### config.mk
export PLATFORM = sky130hd
export DESIGN_NAME = mips_register_file_flat
export DESIGN_NICKNAME = d
export VERILOG_FILES = /design/src/rtl/mips_register_file_if.sv /design/src/rtl/mips_register_file.sv /design/src/flat_wrapper.sv
export SDC_FILE = /design/constraint.sdc
export NUM_CORES = 2
export LEC_CHECK = 0
export BUFFER_PORTS_ARGS = -buffer_cell sky130_fd_sc_hd__buf_2
export CAP_MARGIN = 20
export CORE_ASPECT_RATIO = 2
export CORE_UTILIZATION = 28
export CTS_CLUSTER_DIAMETER = 100
export DETAILED_ROUTE_END_ITERATION = 10
export HOLD_SLACK_MARGIN = 0.05
export PLACE_DENSITY_LB_ADDON = 0.12
export SLEW_MARGIN = 20
export SYNTH_ARGS = -nofsm -noshare
export SYNTH_HDL_FRONTEND = slang
export SYNTH_SLANG_ARGS = --single-unit
### constraint.sdc
create_clock -name clock -period 1.96 [get_ports clock]
set_input_delay 0.196 -clock clock [delete_from_list [all_inputs] [get_ports clock]]
set_output_delay 0.196 -clock clock [all_outputs]
set_load 0.01 [all_outputs]
### src/rtl/mips_register_file_if.sv
// mips_register_file_if: decode/writeback side bundle of the register file
interface mips_register_file_if #(
   parameter int DATA_WIDTH = 32,
   parameter int ADDR_WIDTH = 5
);
   logic                  reg_write;
   logic [ADDR_WIDTH-1:0] read_register_1;
   logic [ADDR_WIDTH-1:0] read_register_2;
   logic [ADDR_WIDTH-1:0] write_register;
   logic [DATA_WIDTH-1:0] write_data;
   logic [DATA_WIDTH-1:0] read_data_1;
   logic [DATA_WIDTH-1:0] read_data_2;
   modport master (
      output reg_write, read_register_1, read_register_2, write_register, write_data,
      input  read_data_1, read_data_2
   );
   modport slave (
      input  reg_write, read_register_1, read_register_2, write_register, write_data,
      output read_data_1, read_data_2
   );
endinterface

### src/rtl/mips_register_file.sv
// mips_register_file: 32x32 GPR file, two async read ports, one sync write port, r0 hardwired to zero
module mips_register_file #(
   parameter int DATA_WIDTH   = 32,
   parameter int ADDR_WIDTH   = 5,
   parameter int WRITE_BYPASS = 0
) (
   input logic                 clock,
   input logic                 reset,
   mips_register_file_if.slave rf
);
   logic [DATA_WIDTH-1:0] regs [2**ADDR_WIDTH];
   logic                  byp_1, byp_2;
   always_ff @(posedge clock)
      if (reset)
         for (int i = 0; i < 2**ADDR_WIDTH; i++) regs[i] <= '0;
      else if (rf.reg_write && rf.write_register != '0)
         regs[rf.write_register] <= rf.write_data;
   // address 0 is forced to zero on read, so a write to it is never bypassed
   always_comb begin
      byp_1 = (WRITE_BYPASS != 0) && rf.reg_write && rf.write_register == rf.read_register_1;
      byp_2 = (WRITE_BYPASS != 0) && rf.reg_write && rf.write_register == rf.read_register_2;
      rf.read_data_1 = rf.read_register_1 == '0 ? '0 : byp_1 ? rf.write_data : regs[rf.read_register_1];
      rf.read_data_2 = rf.read_register_2 == '0 ? '0 : byp_2 ? rf.write_data : regs[rf.read_register_2];
   end
endmodule

### src/flat_wrapper.sv
// flat-port wrapper written by rule: the top's interface ports become plain ports
module mips_register_file_flat 
#(
   parameter int DATA_WIDTH   = 32,
   parameter int ADDR_WIDTH   = 5,
   parameter int WRITE_BYPASS = 0
)
  (clock, reset, rf_reg_write, rf_read_register_1, rf_read_register_2, rf_write_register, rf_write_data, rf_read_data_1, rf_read_data_2);
  mips_register_file_if #(.DATA_WIDTH(DATA_WIDTH), .ADDR_WIDTH(ADDR_WIDTH)) rf_i ();
  input logic clock;
  input logic reset;
  input wire logic [$bits(rf_i.reg_write)-1:0] rf_reg_write;
  input wire logic [$bits(rf_i.read_register_1)-1:0] rf_read_register_1;
  input wire logic [$bits(rf_i.read_register_2)-1:0] rf_read_register_2;
  input wire logic [$bits(rf_i.write_register)-1:0] rf_write_register;
  input wire logic [$bits(rf_i.write_data)-1:0] rf_write_data;
  output wire logic [$bits(rf_i.read_data_1)-1:0] rf_read_data_1;
  output wire logic [$bits(rf_i.read_data_2)-1:0] rf_read_data_2;
  assign rf_i.reg_write = rf_reg_write;
  assign rf_i.read_register_1 = rf_read_register_1;
  assign rf_i.read_register_2 = rf_read_register_2;
  assign rf_i.write_register = rf_write_register;
  assign rf_i.write_data = rf_write_data;
  assign rf_read_data_1 = rf_i.read_data_1;
  assign rf_read_data_2 = rf_i.read_data_2;
  mips_register_file #(.DATA_WIDTH(DATA_WIDTH), .ADDR_WIDTH(ADDR_WIDTH), .WRITE_BYPASS(WRITE_BYPASS)) u_core (.clock(clock), .reset(reset), .rf(rf_i));
endmodule
[Yosys cells after proc, flatten, opt, wreduce, memory -nomap -nowiden]
Memories as Yosys holds them, arrays and structs flattened.
Cells that the tools add are included.
W data, S select, Z words.
Cells by class
  muxes and demuxes: 10
  reduce and logical (&&, ||, !) cells: 5
Operators with widths (count)
  $mux W32: 3
  $reduce_or A32 Y1: 1
  $logic_not A5 Y1: 2
  $mux W1: 6
  $mux W5: 1
  $reduce_bool A5 Y1: 1
  $logic_and A1 B1 Y1: 1
Word-level totals
  RAM bits: 1024
  memories kept: 1
  output and inout bits: 64
  input bits: 50
  flip-flop bits (word level): 0
  word-level logic and storage cells: 16
Memories
  u_core.regs: words 32, bits a word 32, rd ports 2, clocked after Yosys merged registers in 0, write ports 32, line mips_register_file.sv:11  | logic [DATA_WIDTH-1:0] regs [2**ADDR_WIDTH];

[Longest topological paths before layout]
  word-level depth: 7
  gate-level depth with buffers: 8
  depth with buffers taken out: 4

[Least setup slack after synthesis]
No wires, ideal clock.
  path type: input-to-output
  start: in rf_read_register_1[0]
  end: out rf_read_data_1[10]
  path slack: 100 ps
  stages on the path: 6
  arrival: 1664 ps
  path buffers: 3
  required time: 1764 ps
  cells stage by stage: buf_6 buf_6 buf_2 mux4_2 a221oi_1 a211oi_1
On the way
  longest elaborated chain between the ends: 2
Ends and longest elaborated chain
  from (decl): line flat_wrapper.sv:13  | input wire logic [$bits(rf_i.read_register_1)-1:0] rf_read_register_1;
  $mem_v2 Z32 W32 or $logic_not A5 Y1 (tied branches)
  $mux W32 (*): line mips_register_file.sv:22  | rf.read_data_1 = rf.read_register_1 == '0 ? '0 : byp_1 ? rf.write_data : regs[rf.read_register_1];
  to (decl): line flat_wrapper.sv:17  | output wire logic [$bits(rf_i.read_data_1)-1:0] rf_read_data_1;
Mark *: on every way between the ends. The rest lies on a longest branch, timed or not.

==> impl_metrics.json <==
{
  "yosys_warnings": 0,
  "synth_edf_count": 1024,
  "yosysTopAreaCell": "edfxtp_1",
  "slew_viol_final": 0,
  "placed_area_um2": 64100,
  "post_drt_via_cell_ratio": 5.436,
  "fin_crit_ns": 2.749,
  "fin_cells": 6876,
  "drt-wirelength-per-cell_um": 37.99,
  "cts_tree": "yes",
  "grt_usage_pct": 26.15,
  "cp_max_fo": 2,
  "drive_gt1_share_pct": 36.15,
  "hold_class": "in -> reg",
  "ys_types": 41,
  "cp-end-kind": "output port",
  "synthTopCellsByArea": "edfxtp_1 (56%), mux4_2 (12%), and2_1 (11%), mux2i_1 (5.8%), mux4_1 (2.3%)",
  "place_congestion": 0.8743,
  "path_clk_slew_ns": 0.07,
  "fmax_mhz": 363.8,
  "setup_viol": 64,
  "nets": 4293,
  "worst_pin_slew_ns": 0.8676,
  "grt_setup_unrepaired": "yes",
  "grt_max_degree": 45,
  "max-vdd-ir-drop_uv": 638.9,
  "worstSetupStartpointType": "flop",
  "violations": "DRC, setup timing",
  "dp_hpwl_um": 179600,
  "crit_arrival_ns": 2.55,
  "die_area_um2": 198400,
  "maxSlewHeadroom_pct": 42.16,
  "fillers": 18690,
  "crit_type": "reg -> out",
  "start_util_pct": 28.24,
  "leakage_nw": 24.87,
  "route.detailed.drc": 6,
  "largest_register": "u_core.regs",
  "holdWs_ns": 0.1151,
  "antenna_found_initial": 32,
  "largest_register_ffs": 1024,
  "synth_commonest_cells": "edfxtp_1 (1024), and2_1 (994), mux2i_1 (320)",
  "synth.avg_cell_area_um2": 14.51,
  "numCtsBuffers": 100,
  "p_per_area_nw_per_um2": 803.5,
  "wl_um": 261200,
  "cts_root_buf": "clkbuf_16",
  "fin_area_um2": 69510,
  "setup_slack_ns": -0.7891,
  "grt_pass1_vias": 39710,
  "grt_pass1_wl_um": 348600,
  "outcome": "complete, but fails checks",
  "period_share_pct": 140.3,
  "grt_overflow": 0,
  "dp.cells": 6659,
  "synthCells": 3793,
  "cp.required_ns": 1.76,
  "htree_levels": 3,
  "core-area_um2": 194800,
  "first_iter_violations": 3424,
  "yosysSeqAreaShare_pct": 55.88,
  "maxCapViolCount": 0,
  "die_w_um": 315.5,
  "synth_most_common_cell": "edfxtp_1",
  "power.total_w": 0.05585,
  "yosysTopAreaCellShare_pct": 55.88,
  "synthArstFlopShare_pct": 0,
  "top_regs": "u_core.regs: 1024 flops",
  "drtAntennaViolNets": 0,
  "clk_path_buf_depth": 3,
  "drt_pre_antenna_iters": 11,
  "ys_ff_latch": 1024,
  "synthFlopType": "edfxtp_1",
  "boundaryPins": 114,
  "dieHeight_um": 629.0,
  "area_growth_pct": 26.31,
  "io_buffers": 113,
  "netlist_area_um2": 55030,
  "final_hold_viol_count": 0,
  "clock_sinks": 1024,
  "routed-via-count": 37380,
  "num_rows": 229,
  "worst_hold_path.num_cells": 2
}
-- cell type report --
cell class	instances	area (um^2)	area share, %
inverters	2	10.01	0.01440
well taps	2541	3179	4.574
flip-flops and latches	1024	30750	44.24
repair buffers	729	7590	10.92
multi-input cells	2386	24580	35.37
clock inverters	64	753.2	1.084
diodes	11	27.53	0.03960
clock buffers	119	2616	3.764
-- cell usage in the layout, fill, tap and decap left out, types with 17 or more instances in the layout --
cell type / count
clkbuf_1: 17
o221ai_1: 64
o21ai_2: 20
nor2b_1: 23
clkinv_1: 21
nand4_1: 32
buf_12: 181
or2_2: 25
mux2i_1: 320
buf_2: 96
a311oi_4: 20
and2_1: 993
a22oi_1: 49
buf_4: 431
edfxtp_1: 1024
nor2_4: 36
a221oi_4: 23
nand2_1: 101
conb_1: 32
o21ai_4: 17
a21oi_1: 32
mux4_2: 348
mux2_4: 57
a211oi_2: 48
clkbuf_16: 102
-- logic make-up (layout without fill, tap and decap cells) --
logic type,after synthesis,after routing,synth area share [%]
other,1,43,0.006815
AND/OR/NAND/NOR,1251,1251,13.63
buffers and inverters,414,914,3.458
multiplexers,736,736,21.86
AO/OA/AOI/OAI,367,367,5.159
flip-flops,1024,1024,55.88
-- worst max-delay path, stage by stage (launching register included) --
cell      delay, ns
edfxtp_1       0.41
mux4_2         0.48
mux2_4         0.31
a221oi_4       0.27
buf_6          0.16
a211oi_4       0.04
buf_6          0.14
-- per-layer routing --
layer | global-route usage [%] | wire length (um)
met3 | 3.182 | 12470
met2 | 48.12 | 139100
met5 | 0 | 83
met4 | 14.21 | 16010
met1 | 28.78 | 93550
-- final timing paths --
path                                         start                         endpoint
hold / removal                    rf_write_data[3]  u_core.regs[5][3]$_SDFFCE_PN0P_
setup / recovery  u_core.regs[29][4]$_SDFFCE_PN0P_                rf_read_data_1[4]
-- what timing repair did --
item                                    in CTS  in global routing
buffers inserted                            36                 15
endpoints found under the setup margin      64                 73
resized for setup                          381                 44
endpoints found under the hold margin        9                  0
gates cloned                                 0                  0
hold buffers                                 1                  0
pin swaps                                   97                 60
-- where the power goes --
group          leakage (nW)  switching, W  internal [W]
combinational          13.5       0.00505       0.00387
clock                  1.62       0.00929        0.0116
sequential             9.75      0.000708        0.0253
-- per-stage QoR --
stage	util (%)	setup slack (ns)	TNS, ns
2_1_floorplan	-	0.1005	0
3_3_place_gp	32.90	-1.006	-49.55
3_5_place_dp	32.90	-1.051	-48.47
4_1_cts	35.45	-0.8652	-45.95
5_1_grt	35.66	-0.8331	-45.77
6_report	35.68	-0.7891	-41.99
Power figures use the tool's default switching activity.
